## src/rtl/parking_gate_controller.sv

```systemverilog
// parking_gate_controller: arbitrates one shared parking gate between an
// entry and an exit requester. It keeps an 8-slot occupancy map. An entry
// gets the lowest free slot and an exit frees the slot it names. The gate
// is held open for GATE_CYCLES after each grant. The parked, empty and full
// counts are registered.
// Optional feature macro: ARB_ROUND_ROBIN_EN. When it is defined, ties
// alternate between the two sides. When it is undefined, exit has fixed
// priority on a tie.
module parking_gate_controller #(
    parameter int GATE_CYCLES = 4
) (
    input  logic       clk,
    input  logic       rst,
    input  logic       entry_req,
    input  logic       exit_req,
    input  logic [2:0] exit_slot,
    output logic       entry_ack,
    output logic       exit_ack,
    output logic       exit_err,
    output logic [2:0] grant_slot,
    output logic       gate_open,
    output logic [7:0] occupancy,
    output logic [3:0] parked,
    output logic [3:0] empty,
    output logic       full
);

    typedef enum logic [1:0] {IDLE, GRANT, GATE} state_t;

    state_t     state_q, state_d;
    logic [3:0] cnt_q, cnt_d;
    logic [7:0] occ_q, occ_d;
    logic       entry_ack_q, entry_ack_d;
    logic       exit_ack_q, exit_ack_d;
    logic       exit_err_q, exit_err_d;
    logic [2:0] grant_slot_q, grant_slot_d;
    logic       gate_open_q, gate_open_d;
    logic [3:0] parked_q, parked_d;
    logic [3:0] empty_q, empty_d;
    logic       full_q, full_d;
    logic [2:0] free_slot;
    logic       pick_entry, pick_exit;
    logic       served_entry, served_exit;

    // Find the lowest free slot. Slot 0 has the highest priority.
    always_comb begin
        free_slot = 3'd0;
        for (int i = 7; i >= 0; i--) begin
            if (!occ_q[i]) free_slot = 3'(i);
        end
    end

    // Count the occupied slots. The counts are registered, so they lag the map by one cycle.
    always_comb begin
        parked_d = 4'd0;
        for (int i = 0; i < 8; i++) parked_d = parked_d + {3'd0, occ_q[i]};
        empty_d = 4'd8 - parked_d;
        full_d  = (parked_d == 4'd8);
    end

`ifdef ARB_ROUND_ROBIN_EN
    logic last_exit_q, last_exit_d;

    // Arbitrate a tie in favour of the side that was not served at the last grant.
    always_comb begin
        pick_entry  = entry_req & ~full_q & (~exit_req | last_exit_q);
        last_exit_d = last_exit_q;
        if (served_entry) last_exit_d = 1'b0;
        if (served_exit)  last_exit_d = 1'b1;
    end

    // Last-served flag. It resets to "exit" so that the first tie goes to entry.
    always_ff @(posedge clk or posedge rst) begin
        if (rst) last_exit_q <= 1'b1;
        else     last_exit_q <= last_exit_d;
    end
`else
    // Fixed priority. Exit wins a tie because it frees capacity.
    always_comb begin
        pick_entry = entry_req & ~full_q & ~exit_req;
    end
`endif

    assign pick_exit = exit_req & ~pick_entry;

    // Next-state logic for the sequencer and the registered outputs.
    always_comb begin
        state_d      = state_q;
        cnt_d        = cnt_q;
        occ_d        = occ_q;
        entry_ack_d  = 1'b0;
        exit_ack_d   = 1'b0;
        exit_err_d   = 1'b0;
        grant_slot_d = grant_slot_q;
        gate_open_d  = gate_open_q;
        served_entry = 1'b0;
        served_exit  = 1'b0;
        case (state_q)
            IDLE: begin
                if (pick_entry) begin
                    entry_ack_d         = 1'b1;
                    grant_slot_d        = free_slot;
                    occ_d[free_slot]    = 1'b1;
                    served_entry        = 1'b1;
                    state_d             = GRANT;
                end else if (pick_exit) begin
                    if (occ_q[exit_slot]) begin
                        exit_ack_d       = 1'b1;
                        occ_d[exit_slot] = 1'b0;
                        served_exit      = 1'b1;
                    end else begin
                        exit_err_d = 1'b1;
                    end
                    state_d = GRANT;
                end
            end
            GRANT: begin
                // A rejected exit returns to IDLE without a gate cycle.
                if (exit_err_q) begin
                    state_d = IDLE;
                end else begin
                    gate_open_d = 1'b1;
                    cnt_d       = 4'd1;
                    state_d     = GATE;
                end
            end
            GATE: begin
                if (cnt_q == 4'(GATE_CYCLES)) begin
                    gate_open_d = 1'b0;
                    cnt_d       = 4'd0;
                    state_d     = IDLE;
                end else begin
                    cnt_d = cnt_q + 4'd1;
                end
            end
            default: begin
                state_d     = IDLE;
                gate_open_d = 1'b0;
                cnt_d       = 4'd0;
            end
        endcase
    end

    // State and output registers. Reset clears everything, including an open gate.
    always_ff @(posedge clk or posedge rst) begin
        if (rst) begin
            state_q      <= IDLE;
            cnt_q        <= 4'd0;
            occ_q        <= 8'd0;
            entry_ack_q  <= 1'b0;
            exit_ack_q   <= 1'b0;
            exit_err_q   <= 1'b0;
            grant_slot_q <= 3'd0;
            gate_open_q  <= 1'b0;
            parked_q     <= 4'd0;
            empty_q      <= 4'd8;
            full_q       <= 1'b0;
        end else begin
            state_q      <= state_d;
            cnt_q        <= cnt_d;
            occ_q        <= occ_d;
            entry_ack_q  <= entry_ack_d;
            exit_ack_q   <= exit_ack_d;
            exit_err_q   <= exit_err_d;
            grant_slot_q <= grant_slot_d;
            gate_open_q  <= gate_open_d;
            parked_q     <= parked_d;
            empty_q      <= empty_d;
            full_q       <= full_d;
        end
    end

    assign entry_ack  = entry_ack_q;
    assign exit_ack   = exit_ack_q;
    assign exit_err   = exit_err_q;
    assign grant_slot = grant_slot_q;
    assign gate_open  = gate_open_q;
    assign occupancy  = occ_q;
    assign parked     = parked_q;
    assign empty      = empty_q;
    assign full       = full_q;

endmodule

```

## config.mk

```make
export PLATFORM = sky130hd
export DESIGN_NAME = parking_gate_controller
export DESIGN_NICKNAME = d
export VERILOG_FILES = /design/src/rtl/parking_gate_controller.sv
export SDC_FILE = /design/constraint.sdc
export NUM_CORES = 1
export LEC_CHECK = 0
export ABC_AREA = 1
export BUFFER_PORTS_ARGS = -buffer_cell sky130_fd_sc_hd__buf_2
export CORE_MARGIN = 3
export CORE_UTILIZATION = 45
export DETAILED_ROUTE_END_ITERATION = 7
export PLACE_DENSITY = 0.67
export SETUP_SLACK_MARGIN = 0.05
export SYNTH_ARGS = -nofsm -noshare
export SYNTH_HDL_FRONTEND = slang
export SYNTH_SLANG_ARGS = --single-unit
```

## constraint.sdc

```tcl
create_clock -name clk -period 9.8 [get_ports clk]
set_clock_uncertainty 0.1 [all_clocks]
set_input_delay 2.45 -clock clk [delete_from_list [all_inputs] [get_ports clk]]
set_output_delay 2.45 -clock clk [all_outputs]
set_load 0.05 [all_outputs]
```

==> results.cfg, run 1 <==
[clock_tree]
cts.sinks = 29
post_cts_resized = 0
cts_tree = built
hold_buffers = 0
htree_levels = 2
root_buffer = clkbuf_8
numCtsBuffers = 5
insertion_delay_ns = 0.28
cts_max_path_buffers = 2
post_cts_buffers = 0
path_clk_slew_ns = 0.06

[synthesis]
ys_types = 29
synthAdderAreaFrac = 0.1209
syn_nets = 226
yosysWarnings = 0
synth_compound_area_frac = 0.09138
synth_top_family_by_area = simple AND/OR/NAND/NOR gates
netlist_area_um2 = 1698
ys.flop_type = dfrtp_1
synth-simple-area-share = 0.2307
synthArstFlopShare = 1.000
yosys_register_bits = 29
syn-instance-count = 205
synthMuxAreaShare = 0
synthXorXnorAreaFrac = 0.02063
seq_area_frac_synth = 0.4282
syn_area_per_cell_um2 = 8.282
synth_edf_count = 0

[floorplan]
die_y_um = 67.43
dieArea_um2 = 4546
io_pins = 31
core_um2 = 3495
initial_utilization = 0.4859
die_w_um = 67.43
rows = 21

[finish]
drive_above_1_share = 0.2008
layout_commonest_cell = nand2_1
diodes = 0
nets = 259
mostFrequentLayoutCells = 49 x nand2_1, 37 x inv_1, 30 x buf_2
area_growth_syn_to_layout_pct = 15.03
fillers = 343

[grt]
grt_pass1_vias = 1345
overflow = 0
antenna_found_initial = 0
grt_first_pass_wirelength_mm = 6.251
grt_util_all_layers = 0.1869
grt_start_max_net_pins = 30

[worst_setup_path]
worst-path-buf-inv = 1
endpoint_kind = output port
critPathCapture = occupancy[3]
crit_fanout = 7
worstSetupStartpoint = occupancy[3]
crit_path_cell_trace = buf_2
crit_type = flip-flop to output port
slowest_stage = dfrtp_1
critical_path_cell_count = 1
worst_ep_required_time_ns = 7.25
cp-start-kind = flip-flop
arrival_ns = 1.11
reg2reg_slack_ns = 6.31
cpLargestDelayFamily = flip-flops
timing.rr.end = full
reg2reg_depth = 10
timing.rr.start = occupancy[0]
slowest_delay_ns = 0.51

[routing]
vias = 1415
routedWlPerCell_um = 12.50
drc_errors = 0
postRouteAntennaNets = 0
routed_wl_mm = 3.563
dr.pass1.iters = 4
drt-initial-drc-count = 112
viasPerCell = 4.965

[placement]
place_hpwl_mm = 2.777
place_congestion = 0.8394
io_buffers = 30

[sta]
slew_headroom = 0.2793
fmax_mhz = 273.3
hold_viol = 0
fin_crit_ns = 3.659
tns_ns = 0
worst-slew-pin-transition_ns = 1.080
rsz0062_at_grt = no
post-route-period-util = 0.3733
setup_viol = 0
slew_viol_final = 0

[run]
maxCapViolations = 0

[run_status]
outcome = finished clean

[hold_path]
hp-class = flip-flop to flip-flop
worstHoldStart = grant_slot[2]
-- kinds of logic (layout without fill, tap and decap cells) --
family,count (synthesis),after routing
AND/OR/NAND/NOR,90,90
buffers and inverters,43,77
flip-flops,29,29
AO/OA/AOI/OAI,25,25
adder cells (fa/ha/maj),14,14
XOR/XNOR,4,4
-- worst min path at each step --
stage,endpoint,slack [ns],cells past startpoint
after global routing,grant_slot[2],0.41,2
after CTS,grant_slot[0],0.39,2
after floorplan,state_q[1],0.38,2
final,grant_slot[2],0.38,2
after global placement,grant_slot[0],0.36,2
after detailed placement,grant_slot[0],0.37,2
-- synth_stat cells (4+ instances only) --
cell | count | area [um2]
nand2_1 | 49 | 183.9
inv_1 | 37 | 138.9
dfrtp_1 | 28 | 700.7
nand3_1 | 16 | 80.08
nor2_1 | 12 | 45.04
ha_1 | 10 | 125.1
a21oi_1 | 7 | 35.03
o21ai_0 | 6 | 30.03
nand4_1 | 5 | 31.28
fa_1 | 4 | 80.08
o21ai_1 | 4 | 20.02
-- metrics by stage --
step	instances	utilization	cell area, um2	hold slack [ns]	setup WS [ns]
after floorplan	205	-	1698	0.3772	6.148
after global placement	277	0.5353	1871	0.3595	6.111
after detailed placement	277	0.5353	1871	0.3698	6.073
after CTS	285	0.5589	1953	0.3869	6.133
after global routing	285	0.5589	1953	0.4075	6.100
final	285	0.5589	1953	0.3814	6.141
-- flip-flops by register name, summed over array words and instances, names as in the netlist --
signal	cells
full	1
grant_slot	3
entry_ack	1
empty	4
state_q	2
gate_open	1
exit_err	1
occupancy	8
cnt_q	4
parked	3
exit_ack	1
-- per-layer routing --
| layer | routed length [um] | up-vias | global-route usage |
|---|---|---|---|
| met5 | 0 | - | 0 |
| met4 | 61 | 0 | 0.08101 |
| met3 | 153 | 6 | 0.05158 |
| met2 | 1636 | 40 | 0.2871 |
| met1 | 1712 | 656 | 0.2461 |
| li1 | - | 713 | - |
-- final cells by class --
type / count / area (um2) / area share
Timing Repair Buffer: 30 / 150.1 / 0.07687
Sequential cell: 29 / 726.9 / 0.3722
Tap cell: 46 / 57.56 / 0.02947
Clock inverter: 2 / 10.01 / 0.005125
Clock buffer: 6 / 72.57 / 0.03716
Multi-Input combinational cell: 133 / 787.0 / 0.4029
Inverter: 39 / 148.9 / 0.07623
Power of run 1 is left out: the tool's default activity adds up to more than one toggle a clock period on the data nets, which glitch-free logic cannot reach.
==> inputs of run 2 (changes only) <==
- PLACE_DENSITY: 0.67 -> 0.69
- clock period: 9.8 -> 3.15 ns (I/O delays scaled with it)
==> run 2 against run 1 <==
Against the previous run: via count up 2.8%; sequential cell count unchanged; die area unchanged; final area up 7.6%; clock-buffer cell count up 1; final cell count up 4.2%; critical path depth up 9; critical endpoint is now full; global-route usage up 0.39 points; routed wire length up 3.3%; non-clock buffer count up 12; sequential share of layout area down 2.4 points; first-iteration DRC count down 36%.
==> results.cfg, run 2 (same netlist as run 1, synthesis figures left out) <==
[routing]
postRouteAntennaNets = 0
dr.pass1.iters = 5
drc_errors = 0
vias = 1455
routed_wl_mm = 3.680
drt-initial-drc-count = 72
routedWlPerCell_um = 12.39
viasPerCell = 4.899

[sta]
post-route-period-util = 0.9939
rsz0062_at_grt = yes
slew_headroom = 0.6683
slew_viol_final = 0
fin_crit_ns = 3.131
worst-slew-pin-transition_ns = 0.4971
setup_viol = 0
fmax_mhz = 319.4
hold_viol = 0

[placement]
place_area_um2 = 1952
place_hpwl_mm = 2.815
place_congestion = 0.9258
io_buffers = 30

[floorplan]
core_um2 = 3495
initial_utilization = 0.4859
die_w_um = 67.43
rows = 21
dieArea_um2 = 4546
die_y_um = 67.43
io_pins = 31

[finish]
drive_above_1_share = 0.2908
final_util = 0.6011
mostFrequentLayoutCells = 49 x nand2_1, 32 x inv_1, 30 x buf_2
final_cell_area_um2 = 2101
largest_reg_flops = 8
layout_commonest_cell = nand2_1
nets = 271
area_growth_syn_to_layout_pct = 23.73
diodes = 0

[worst_setup_path]
arrival_ns = 3.20
crit_fanout = 3
slowest_stage = fa_1
endpoint_kind = flip-flop
cp-start-kind = flip-flop
worst_ep_required_time_ns = 3.22
slowest_delay_ns = 0.54
crit_type = flip-flop to flip-flop
crit_path_cell_trace = inv_2 -> fa_1 -> fa_1 -> fa_1 -> inv_2 -> ha_4 -> inv_2 -> fa_2 -> ha_4 -> and3_1

[grt]
grt_util_all_layers = 0.1909
antenna_found_initial = 0
grt_pass1_vias = 1381
grt_first_pass_wirelength_mm = 6.417
grt_start_max_net_pins = 17
overflow = 0

[clock_tree]
cts_tree = built
root_buffer = clkbuf_8
cts.sinks = 29
path_clk_slew_ns = 0.06
cts_max_path_buffers = 2
htree_levels = 2
numCtsBuffers = 5
insertion_delay_ns = 0.28

[run_status]
outcome = finished clean

[hold_path]
hp-class = flip-flop to flip-flop

[run]
maxCapViolations = 0
-- run 2: worst max-delay path: cells and delay by family, from the launching register on --
family | cells | cell delay (ns)
fa+ha+maj | 6 | 2.25
buf+inv | 3 | 0.14
flops | 1 | 0.36
simple gates | 1 | 0.15
-- run 2: worst paths after layout --
path,startpoint,depth (start not counted),end,slack (ns)
worst min-delay path,grant_slot[2],2,grant_slot[2],0.38
worst min register to register,grant_slot[2],2,grant_slot[2],0.38
worst max-delay path,occupancy[3],10,full,0.02
max in group asynchronous,rst,3,entry_ack,1.93
worst max register to register,occupancy[3],10,full,0.02
min in group asynchronous,rst,2,occupancy[4],0.42
-- run 2: final cells by class --
cell class                      instances  area [um2]
Fill cell                             310        1394
Multi-Input combinational cell        133       822.0
Sequential cell                        29       730.7
Timing Repair Buffer                   42       240.2
Inverter                               39       148.9
Clock buffer                            7       96.34
Tap cell                               46       57.56
Clock inverter                          1       5.005
-- run 2: timing repair --
| action | in CTS | in global routing |
|---|---|---|
| setup buffers | 2 | 3 |
| resized for setup | 2 | 0 |
| pin swaps | 5 | 4 |
| endpoints found under the setup margin | 4 | 4 |
| hold buffers | 0 | 0 |
-- run 2: per-stage QoR --
stage / setup slack (ns) / std cells / TNS [ns] / hold WS (ns)
5_1_grt: -0.03889 / 297 / -0.07673 / 0.4109
3_3_place_gp: -0.01572 / 284 / -0.01572 / 0.3661
4_1_cts: 0.02934 / 294 / 0 / 0.3826
3_5_place_dp: -0.06129 / 284 / -0.1672 / 0.3653
6_report: 0.01918 / 297 / 0 / 0.3807
2_1_floorplan: -0.2204 / 205 / -0.8178 / 0.3772
-- run 2: layer usage --
layer | vias to the layer above | track usage | routed length [um]
met5 | - | 0 | 0
met1 | 684 | 0.2526 | 1712
li1 | 729 | - | -
met2 | 39 | 0.2969 | 1717
met3 | 3 | 0.06489 | 232
met4 | 0 | 0.05316 | 17
Power of run 2 is left out for the same reason.
